$ cat src/rtl/regfile_pkg.sv
// Shared constants and types for the core register file.
//   DEF_DATA_W / DEF_ADDR_W : default register width and index width
//   NREGS                   : register count for the default index width
//   reg_addr_t / reg_data_t : register index and register value at default widths
package regfile_pkg;

  localparam int unsigned DEF_DATA_W = 32;
  localparam int unsigned DEF_ADDR_W = 5;
  localparam int unsigned NREGS      = 2 ** DEF_ADDR_W;

  typedef logic [DEF_ADDR_W-1:0] reg_addr_t;
  typedef logic [DEF_DATA_W-1:0] reg_data_t;

endpackage

$ cat src/rtl/reg_scoreboard.sv
// Per-register busy scoreboard: reserve at issue, release at writeback.
//   clk, startin       : clock, synchronous active-high reset
//   rd_addr / rd_busy  : per read port source register and its stall flag
//   wr_en / wr_addr    : writeback, releases the written register
//   rsv_en / rsv_addr  : reservation request; rsv_ok accepts it (combinational)
//   busy_cnt           : number of registers currently reserved
module reg_scoreboard
  import regfile_pkg::*;
#(
  parameter int unsigned ADDR_W   = DEF_ADDR_W,
  parameter int unsigned NUM_RD   = 2,
  parameter int unsigned ZERO_REG = 1
) (
  input  logic                     clk,
  input  logic                     startin,
  input  logic [NUM_RD*ADDR_W-1:0] rd_addr,
  output logic [NUM_RD-1:0]        rd_busy,
  input  logic                     wr_en,
  input  logic [ADDR_W-1:0]        wr_addr,
  input  logic                     rsv_en,
  input  logic [ADDR_W-1:0]        rsv_addr,
  output logic                     rsv_ok,
  output logic [ADDR_W:0]          busy_cnt
);

  localparam int unsigned NREGS_L = 2 ** ADDR_W;
  localparam int unsigned CNT_W   = ADDR_W + 1;
  localparam bit          ZR      = (ZERO_REG != 0);

  logic [NREGS_L-1:0] busy;
  logic [NREGS_L-1:0] busy_next;
  logic [CNT_W-1:0]   cnt_next;
  logic               rsv_zero;
  logic               wr_zero;
  logic               rsv_set;
  logic               rel_hit;

  // Reservation acceptance and next busy state; reserve is applied after release
  // so a same-address release+reserve leaves the register busy.
  always_comb begin
    rsv_zero  = ZR && (rsv_addr == '0);
    wr_zero   = ZR && (wr_addr == '0);
    rsv_ok    = rsv_en && (rsv_zero || !busy[rsv_addr] ||
                           (wr_en && (wr_addr == rsv_addr)));
    rsv_set   = rsv_ok && !rsv_zero;
    rel_hit   = wr_en && busy[wr_addr] && !wr_zero;
    busy_next = busy;
    if (wr_en) begin
      busy_next[wr_addr] = 1'b0;
    end
    if (rsv_set) begin
      busy_next[rsv_addr] = 1'b1;
    end
    cnt_next = busy_cnt + CNT_W'(rsv_set) - CNT_W'(rel_hit);
  end

  // A same-cycle release of the source register clears the stall.
  for (genvar i = 0; i < NUM_RD; i++) begin : g_rd
    logic [ADDR_W-1:0] a;
    assign a          = rd_addr[i*ADDR_W +: ADDR_W];
    assign rd_busy[i] = busy[a] && !(wr_en && (wr_addr == a));
  end

  always_ff @(posedge clk) begin
    if (startin) begin
      busy     <= '0;
      busy_cnt <= '0;
    end else begin
      busy     <= busy_next;
      busy_cnt <= cnt_next;
    end
  end

endmodule

$ cat src/rtl/regfile_scoreboard.sv
// General-purpose register file with N combinational read ports, same-cycle
// write forwarding, optional hardwired-zero r0 and a busy scoreboard.
//   clk, startin      : clock, synchronous active-high reset
//   rd_addr / rd_data : packed read ports, port i at [i*W +: W]
//   rd_busy           : port i source register has an unreleased reservation
//   wr_en/addr/data   : writeback port, also releases the reservation
//   rsv_en/addr/ok    : reservation request and combinational accept
//   busy_cnt          : registers currently reserved
//   dbg_addr/dbg_data : architectural contents, no forwarding
module regfile_scoreboard
  import regfile_pkg::*;
#(
  parameter int unsigned DATA_W   = DEF_DATA_W,
  parameter int unsigned ADDR_W   = DEF_ADDR_W,
  parameter int unsigned NUM_RD   = 2,
  parameter int unsigned ZERO_REG = 1
) (
  input  logic                     clk,
  input  logic                     startin,
  input  logic [NUM_RD*ADDR_W-1:0] rd_addr,
  output logic [NUM_RD*DATA_W-1:0] rd_data,
  output logic [NUM_RD-1:0]        rd_busy,
  input  logic                     wr_en,
  input  logic [ADDR_W-1:0]        wr_addr,
  input  logic [DATA_W-1:0]        wr_data,
  input  logic                     rsv_en,
  input  logic [ADDR_W-1:0]        rsv_addr,
  output logic                     rsv_ok,
  output logic [ADDR_W:0]          busy_cnt,
  input  logic [ADDR_W-1:0]        dbg_addr,
  output logic [DATA_W-1:0]        dbg_data
);

  localparam int unsigned NREGS_L = 2 ** ADDR_W;
  localparam bit          ZR      = (ZERO_REG != 0);

  logic [DATA_W-1:0] regs [NREGS_L];
  logic              wr_zero;

  assign wr_zero = ZR && (wr_addr == '0);

  // Storage: r0 writes are dropped when it is hardwired to zero.
  always_ff @(posedge clk) begin
    if (startin) begin
      for (int k = 0; k < int'(NREGS_L); k++) begin
        regs[k] <= '0;
      end
    end else if (wr_en && !wr_zero) begin
      regs[wr_addr] <= wr_data;
    end
  end

  // Read ports with writeback forwarding; r0 is forced to zero explicitly so it
  // never depends on the array contents.
  for (genvar i = 0; i < NUM_RD; i++) begin : g_rd
    logic [ADDR_W-1:0] a;
    logic [DATA_W-1:0] d;
    assign a = rd_addr[i*ADDR_W +: ADDR_W];
    always_comb begin
      d = regs[a];
      if (ZR && (a == '0)) begin
        d = '0;
      end else if (wr_en && (wr_addr == a)) begin
        d = wr_data;
      end
    end
    assign rd_data[i*DATA_W +: DATA_W] = d;
  end

  // Debug view of the architectural state only.
  always_comb begin
    dbg_data = regs[dbg_addr];
    if (ZR && (dbg_addr == '0)) begin
      dbg_data = '0;
    end
  end

  reg_scoreboard #(
    .ADDR_W  (ADDR_W),
    .NUM_RD  (NUM_RD),
    .ZERO_REG(ZERO_REG)
  ) u_sb (
    .clk     (clk),
    .startin (startin),
    .rd_addr (rd_addr),
    .rd_busy (rd_busy),
    .wr_en   (wr_en),
    .wr_addr (wr_addr),
    .rsv_en  (rsv_en),
    .rsv_addr(rsv_addr),
    .rsv_ok  (rsv_ok),
    .busy_cnt(busy_cnt)
  );

endmodule

$ cat config.mk
export PLATFORM = sky130hd
export DESIGN_NAME = regfile_scoreboard
export DESIGN_NICKNAME = d
export VERILOG_FILES = /design/src/rtl/regfile_pkg.sv /design/src/rtl/reg_scoreboard.sv /design/src/rtl/regfile_scoreboard.sv
export SDC_FILE = /design/constraint.sdc
export NUM_CORES = 2
export LEC_CHECK = 0
export CAP_MARGIN = 25
export CORE_UTILIZATION = 50
export CTS_BUF_LIST = sky130_fd_sc_hd__clkbuf_4
export CTS_CLUSTER_SIZE = 24
export DETAILED_ROUTE_END_ITERATION = 10
export PLACE_DENSITY = 0.67
export SLEW_MARGIN = 10
export SYNTH_ARGS = -nofsm -noshare
export SYNTH_HDL_FRONTEND = slang
export SYNTH_HIERARCHICAL = 1
export SYNTH_SLANG_ARGS = --single-unit
$ cat constraint.sdc
create_clock -name clk -period 4.3 [get_ports clk]
set_input_delay 0.86 -clock clk [delete_from_list [all_inputs] [get_ports clk]]
set_output_delay 0.86 -clock clk [all_outputs]
set_load 0.02 [all_outputs]
==> summary.txt <==
Run status
  – Result of the run: finished, violations left
  – Violations in the final reports: setup timing

Global routing
  – Initial antenna violation count: 36
  – Largest net degree at the start of global routing: 50
  – Number of global-route vias before repair: 52220
  – Total routing resource utilization after global routing: 0.4141
  – Global-route wire length before repair: 390.7 mm
  – GRT overflow: 0

Timing
  – Final Skew: 0.04819 ns
  – Period utilisation layout: 1.019
  – Relative slew slack: 0.3491
  – Unrepaired setup endpoints after global routing: true
  – Worst-margin pin slew: 0.9721 ns
  – Clock period minus worst slack: 4.382 ns
  – Number of hold violations in the final report: 0
  – F_max: 228.2 MHz
  – Total count of max-transition violations in the final report: 0
  – Final number of setup-violating endpoints: 10
  – Worst setup slack after layout: -0.08151 ns
  – Final worst hold slack: ~0.13 ns

Floorplan
  – Core Footprint: 133300 µm²
  – Total I/O pin count: roughly 170
  – Number of core rows: roughly 130
  – Horizontal die dimension: 368.5 µm
  – Die height: 368.5 µm
  – Initial core utilization: 0.5039
  – Area enclosed by the die boundary: between 100000 and 150000 µm²

Critical path
  – Setup Crit Path Kind: flip-flop to output pin
  – Required time at the worst-slack endpoint: 3.44 ns
  – Worst setup EP type: output pin
  – Peak per-stage delay on the critical path: 0.49 ns
  – Crit path cell chain: mux4_2, o22ai_1, nor3_1, a31oi_1, buf_4, a21oi_1, buf_4
  – Crit path DAT: around 3.5 ns
  – Critical path's slowest cell: sky130_fd_sc_hd__mux4_2
  – Startpoint kind of the worst setup timing path: flip-flop
  – CP dominant cell by count: sky130_fd_sc_hd__buf_4
  – Top fanout value on the critical path: 3

Power
  – Pwr per Cell Area: 345.9 nW/µm²
  – Max IR drop VDD: 0.3568 mV
  – Leakage dissipation: 0.02899 µW

Placed design
  – DP Cell Count: 7006
  – Final Wtd Congestion: 0.9637
  – Placed instance area: about 75000 µm²
  – Count of buffers from port buffering: about 170
  – Post-placement setup slack: -0.3306 ns
  – Placed wire-length estimate: 178.6 mm

Run
  – Number of maximum-capacitance violations: 0

Final layout
  – Cell Count, Final, Fillers Out: 7555
  – Total non-filler cell area in the finished layout: slightly below 80000 µm²
  – # nets final: 5621
  – Share of post-route cells with drive strength above 1: 0.3407
  – Layout fillers: 10710
  – Area growth from synthesis to layout: 17.23%

Clock network
  – CTS clock-pin slew for the worst setup and hold paths: 0.07 ns
  – Htree depth: 5
  – Number of buffers added by the clock tree synthesis step: 310
  – Number of hold buffers added after CTS: 0
  – Clock network latency to the later pin of the worst-skew pair: between 1 and 1.5 ns
  – Clock root buffer: sky130_fd_sc_hd__clkbuf_4
  – Number of clock sinks: approximately 1100
  – Buffers from clock root to sink, at most: 4
  – TritonCTS clock tree: done

Route
  – Mean number of vias per cell: between 7 and 8
  – Via count: 53780
  – ANT nets after route: 0
  – Detailed-route wire length: around 280 mm
  – Wire per inst: 37.49 µm
  – DRC marker count from the first detailed-route iteration: 9467
  – Count of unresolved DRC violations after routing: 0
  – Drt first pass iters: 6

Logic synthesis
  – Synthesized netlist cell count: 4980
  – Ys async rst share: 0
  – Commonest register cell after synthesis: sky130_fd_sc_hd__edfxtp_1
  – Yosys cell types: 72
  – Sequential fraction of the synthesis area: 0.4692
  – Syn. warnings: 6
  – FF+latch count, synth: 1062
  – Number of synthesized flops with an enable pin: 1024
  – Post-synthesis instance area: 67160 µm²
  – Mean Syn Cell Area: between 10 and 15 µm²

Worst hold path
  – Hold Crit Class: input pin to flip-flop
==> layout make-up <==
type                            instances  area, µm²  area share
Tap cell                             1768       2212     0.02810
Multi-Input combinational cell       3365      33690      0.4279
Antenna cell                           40      100.1    0.001271
Sequential cell                      1062      31510      0.4002
Timing Repair Buffer                  765       7481     0.09502
Inverter                               49      185.2    0.002352
Clock buffer                          438       3288     0.04176
Clock inverter                         68      265.3    0.003369
==> path summary, 6_finish.rpt <==
check           startpoint          endpoint  slack, ns  cells past startpoint
max reg2reg  u_sb/busy[30]  u_sb/busy_cnt[5]       1.14                     13
max            regs[8][18]       rd_data[50]      -0.08                      7
min reg2reg   u_sb/busy[0]      u_sb/busy[0]       0.56                      2
min                startin       regs[0][29]       0.13                      1
==> synthesized netlist by cell type, types with 4 or more instances <==
master	count	share of area
sky130_fd_sc_hd__a32o_1	31	0.0046
sky130_fd_sc_hd__a31oi_1	43	0.0040
sky130_fd_sc_hd__ha_1	6	0.0011
sky130_fd_sc_hd__nand3_1	11	0.00082
sky130_fd_sc_hd__mux2i_1	451	0.067
sky130_fd_sc_hd__buf_1	33	0.0018
sky130_fd_sc_hd__nor4_1	52	0.0048
sky130_fd_sc_hd__and2_1	964	0.090
sky130_fd_sc_hd__o21bai_1	36	0.0040
sky130_fd_sc_hd__o22ai_1	122	0.011
sky130_fd_sc_hd__o31ai_1	23	0.0026
sky130_fd_sc_hd__nor3_1	102	0.0076
sky130_fd_sc_hd__o21ai_0	61	0.0045
sky130_fd_sc_hd__or3b_2	7	0.00091
sky130_fd_sc_hd__edfxtp_1	1024	0.46
sky130_fd_sc_hd__inv_1	45	0.0025
sky130_fd_sc_hd__buf_2	128	0.0095
sky130_fd_sc_hd__and3_1	5	0.00047
sky130_fd_sc_hd__a21o_1	5	0.00056
sky130_fd_sc_hd__a21oi_1	95	0.0071
sky130_fd_sc_hd__o32ai_1	4	0.00052
sky130_fd_sc_hd__nand2b_1	28	0.0026
sky130_fd_sc_hd__nor2b_1	12	0.0011
sky130_fd_sc_hd__mux4_2	660	0.22
sky130_fd_sc_hd__a22oi_1	12	0.0013
sky130_fd_sc_hd__xor2_1	13	0.0017
sky130_fd_sc_hd__o211ai_1	8	0.00089
sky130_fd_sc_hd__xnor2_1	16	0.0021
sky130_fd_sc_hd__o22a_1	9	0.0012
sky130_fd_sc_hd__mux2_2	47	0.0079
sky130_fd_sc_hd__nand2_1	103	0.0058
sky130_fd_sc_hd__or2_2	37	0.0034
sky130_fd_sc_hd__buf_6	14	0.0023
sky130_fd_sc_hd__clkbuf_1	341	0.019
sky130_fd_sc_hd__a221oi_1	30	0.0039
sky130_fd_sc_hd__nor2_1	193	0.011
sky130_fd_sc_hd__o21ai_1	44	0.0033
sky130_fd_sc_hd__nor3b_1	25	0.0028
sky130_fd_sc_hd__nand3b_1	13	0.0015
sky130_fd_sc_hd__a211o_1	5	0.00065
sky130_fd_sc_hd__a221o_1	7	0.0010
sky130_fd_sc_hd__buf_4	18	0.0020
sky130_fd_sc_hd__a22o_1	11	0.0014
sky130_fd_sc_hd__dfxtp_1	38	0.011
==> power breakdown <==
part	leakage, µW	internal [µW]	switching [µW]	total (µW)
registers	0.0101	11900	444	12400
clock network	0.00216	4640	4600	9240
logic	0.0168	2470	3150	5620
==> cell families after synthesis <==
logic type,count (synthesis),share of synthesized area
other,1,0.00005584
adders and majority gates,7,0.001416
xor gates and xnor gates,29,0.003782
and+or+nand+nor,1569,0.1345
DFF,1062,0.4692
buffers and inverters,584,0.03776
AOI/OAI and AO/OA,570,0.05691
muxes,1158,0.2964
==> layout by cell type (no fill, tap or decap), types with 13 or more instances in the layout <==
cell                                 n
sky130_fd_sc_hd__a31oi_1            43
sky130_fd_sc_hd__and2_1            964
sky130_fd_sc_hd__inv_1              44
sky130_fd_sc_hd__nor2_1            160
sky130_fd_sc_hd__conb_1             32
sky130_fd_sc_hd__a21oi_1            93
sky130_fd_sc_hd__a32o_1             27
sky130_fd_sc_hd__nand2b_1           27
sky130_fd_sc_hd__nor3b_1            25
sky130_fd_sc_hd__mux2_2             47
sky130_fd_sc_hd__o21bai_1           35
sky130_fd_sc_hd__mux2i_1           449
sky130_fd_sc_hd__o21ai_1            41
sky130_fd_sc_hd__buf_4             522
sky130_fd_sc_hd__edfxtp_1         1024
sky130_fd_sc_hd__nor2_4             32
sky130_fd_sc_hd__dfxtp_1            38
sky130_fd_sc_hd__mux4_2            660
sky130_fd_sc_hd__dlygate4sd2_1      44
sky130_fd_sc_hd__diode_2            40
sky130_fd_sc_hd__o22ai_1           118
sky130_fd_sc_hd__clkinv_1           54
sky130_fd_sc_hd__o21ai_0            60
sky130_fd_sc_hd__xnor2_1            16
sky130_fd_sc_hd__nand2_1           101
sky130_fd_sc_hd__nand3b_1           13
sky130_fd_sc_hd__clkdlybuf4s50_1    52
sky130_fd_sc_hd__o31ai_1            23
sky130_fd_sc_hd__xor2_1             13
sky130_fd_sc_hd__nor4_1             45
sky130_fd_sc_hd__nor3_1             99
sky130_fd_sc_hd__buf_12            117
sky130_fd_sc_hd__a221oi_1           27
sky130_fd_sc_hd__or2_2              37
sky130_fd_sc_hd__clkbuf_4          439
==> state kept, by name (all words and copies together), names as in the netlist <==
name	count
regs	1024
u_sb/busy_cnt	6
u_sb/busy	32
==> worst max-delay path, delay by kind of cell (launching register included) <==
family                 cells  cell delay (ns)
AOI/OAI and AO/OA          3             0.76
buffers and inverters      2             0.41
DFF                        1             0.42
muxes                      1             0.49
and+or+nand+nor            1             0.09
==> repair_timing <==
action,4_1_cts,5_1_grt
buffers inserted,1,1
pin swaps,4,5
resized for setup,97,31
endpoints found under the setup margin,66,29
==> metrics by stage <==
| stage | utilization | setup TNS (ns) | total power (µW) |
|---|---|---|---|
| floorplan | - | 0 | 15440 |
| global placement | 0.5620 | -7.201 | 17930 |
| detailed placement | 0.5620 | -6.532 | 18000 |
| CTS | 0.5891 | 0 | 27020 |
| global route | 0.5901 | -0.1499 | 27860 |
| finish | 0.5907 | -0.3814 | 27230 |
==> layer usage <==
| metal | part of all wire | global-route usage | vias up | wire [µm] |
|---|---|---|---|---|
| met2 | 0.43 | 0.5906 | 5289 | 120600 |
| met3 | 0.16 | 0.1552 | 1210 | 46710 |
| met5 | 0.00031 | 0 | - | 88 |
| met4 | 0.073 | 0.2667 | 14 | 20650 |
| met1 | 0.34 | 0.5298 | 26560 | 95220 |
| li1 | - | - | 20710 | - |
Note: power is estimated with default switching activity, not from simulation.
==> RTL edit: new RTL, config.mk and constraints unchanged <==
Put a register stage on the output `rd_data`. The value now appears one clock later. The other outputs are not delayed to match.
--- a/src/rtl/regfile_scoreboard.sv
+++ b/src/rtl/regfile_scoreboard.sv
@@ -35,4 +35,6 @@
   localparam bit          ZR      = (ZERO_REG != 0);
 
+  logic [NUM_RD*DATA_W-1:0] rd_data_d;
+
   logic [DATA_W-1:0] regs [NREGS_L];
   logic              wr_zero;
@@ -65,5 +67,5 @@
       end
     end
-    assign rd_data[i*DATA_W +: DATA_W] = d;
+    assign rd_data_d[i*DATA_W +: DATA_W] = d;
   end
 
@@ -93,4 +95,8 @@
   );
 
+  always_ff @(posedge clk) begin
+    rd_data <= rd_data_d;
+  end
+
 endmodule
 
Check against the original RTL: not settled (the Yosys comparison gave no result); the edit may change what the design does.
==> RTL edit against the unedited design <==
  * Count of clock-buffer cells in the layout is 25 higher
  * Area after synthesis grew 0.84%
  * First-iteration DRC count is 17% lower
  * Sequential cell count up 64
  * Wire length shrank 14%
  * Power increased by 2.1%
  * Sequential share of layout area is 2.7 points higher
  * Setup slack improved by 120 ps
  * Design area decreased by 2.4%
  * Global-route usage fell by 5.5 points
  * Hold slack gained 61 ps
  * Clock power is 6.3% higher
  * Via count down 10%
  * Largest cell class unchanged
  * Largest power group unchanged
==> RTL edit: results (changes against the unedited design) <==
Post-Synth XOR/XNOR Area - 0.375% (was 0.378%)
Leakage - 26.5 nW (was 29.0 nW)
Via-to-Cell Ratio - 7.09 (was 7.12)
Async SR Flop Fraction - 0% (unchanged)
Sequential area share after synthesis - 48.4% (was 46.9%)
First-pass GRT wire length - 344000 µm (was 391000 µm)
Relative slew slack - 24.3% (was 34.9%)
Clock skew - 89.8 ps (was 48.2 ps)
Placed cells - 6240 (was 7006)
Largest regs - regs x1024, rd_data x64, u_sb/busy x32 (was regs x1024, u_sb/busy x32, u_sb/busy_cnt x6)
Status - finished clean (was complete, but fails checks)
CTS max path bufs - 4 (unchanged)
Post-synthesis compound-gate area fraction - 4.75% (was 5.69%)
Root buf cell - clkbuf_4 (unchanged)
Area post-placement - 0.0726 mm² (was 0.0749 mm²)
Number of global-route vias before repair - 47500 (was 52200)
Routed len/inst - 35.9 µm (was 37.5 µm)
Worst vdd ir - 0.000306 V (was 0.000357 V)
Hold WC Path Type - primary input to flop (unchanged)
RePlAce Congestion - 0.904 (was 0.964)
Number of buffers created by CTS - 323 (was 310)
Detailed Route Iter0 Violations - 7856 (was 9467)
GRT Util Overall - 35.9% (was 41.4%)
IO Port Bufs - 165 (unchanged)
Top cells by area, synth - edfxtp_1 45%, mux4_2 29%, and2_1 9.2% (was edfxtp_1 46%, mux4_2 22%, and2_1 9.0%)
Top_reg_cell synth - edfxtp_1 (unchanged)
Fin nets - 4885 (was 5621)
Commonest cells post-synth - 1024 x edfxtp_1, 995 x and2_1, 858 x mux4_2 (was 1024 x edfxtp_1, 964 x and2_1, 660 x mux4_2)
Post-Syn Instances - 4522 (was 4980)
CP arrival - 3400 ps (was 3520 ps)
DP HPWL - 144000 µm (was 179000 µm)
Initial antenna violation count - 17 (was 36)
Worst-Skew Late Latency - 1330 ps (was 1380 ps)
Clock slew seen by the registers of the worst setup and hold paths - 70 ps (about the same)
EDFF count, synth - 1024 (unchanged)
Post-Synth Adder-Cell Area - 0.140% (was 0.142%)
Synth unique cells - 59 (was 72)
Post-CTS setup repair buffer count - 0 (was 1)
DP Worst Slack - -76.6 ps (was -331 ps)
Layout cells sized above 1 - 35.9% (was 34.1%)
Post-synthesis mux area share - 30.9% (was 29.6%)
Routed wire length - 245000 µm (was 283000 µm)
CTS resizes - 47 (was 97)
Crit path max fanout - 3 (unchanged)
Pin count of the biggest net entering global routing - 108 (was 50)
Ys Warns - 6 (unchanged)
[RTL edit: cell types whose count changed in the layout (fill, tap and decap cells not counted), moves of 64 or more]
cell and delta:
a21oi_1 -72, buf_4 -328, clkdlybuf4s50_1 +64, dfxtp_1 +64
mux2i_1 -362, mux4_2 +198, nor2_1 -125, nor3_1 -85
[RTL edit: where the power goes]
group          switching [mW]  internal, mW  leakage [nW]
clock                    4.78          5.04          2.33
sequential              0.466          12.6          10.6
combinational            2.59          2.32          13.6
total                    7.83          20.0          26.5
[RTL edit: cell type report]
class                   instances  area [µm²]
diodes                         17        42.5
clock buffers                 463        3480
clock inverters                84         389
fillers                     10400       57200
inverters                      45         169
multi-input cells            2870       32900
flip-flops and latches       1126       32800
well taps                    1768        2210
repair buffers                451        4860
[RTL edit: worst paths after layout]
kind,from,endpoint,slack [ps],depth (start not counted)
setup reg to reg,u_sb/busy[31]$_SDFF_PP0_,u_sb/busy_cnt[5]$_SDFF_PP0_,1190,13
setup / recovery,regs[8][0]$_SDFFCE_PN0P_,dbg_data[0],40,5
hold / removal,startin,regs[0][20]$_SDFFCE_PN0P_,190,2
hold reg to reg,u_sb/busy[0]$_SDFF_PP0_,u_sb/busy[0]$_SDFF_PP0_,530,2
[RTL edit: critical path, cell delays in order (launching register included)]
cell and delay, ps:
edfxtp_1 440, mux4_2 520, mux4_2 520, inv_1 120
o21ai_1 110, dlygate4sd2_1 360
[RTL edit: routing by layer]
| metal | up-vias | track usage [%] | part of all wire, % |
|---|---|---|---|
| met4 | 2 | 19.7 | 6.0 |
| met3 | 907 | 11.8 | 15 |
| li1 | 18700 | - | - |
| met2 | 4438 | 53.5 | 45 |
| met1 | 24300 | 46.5 | 34 |
| met5 | - | 0 | 0.028 |
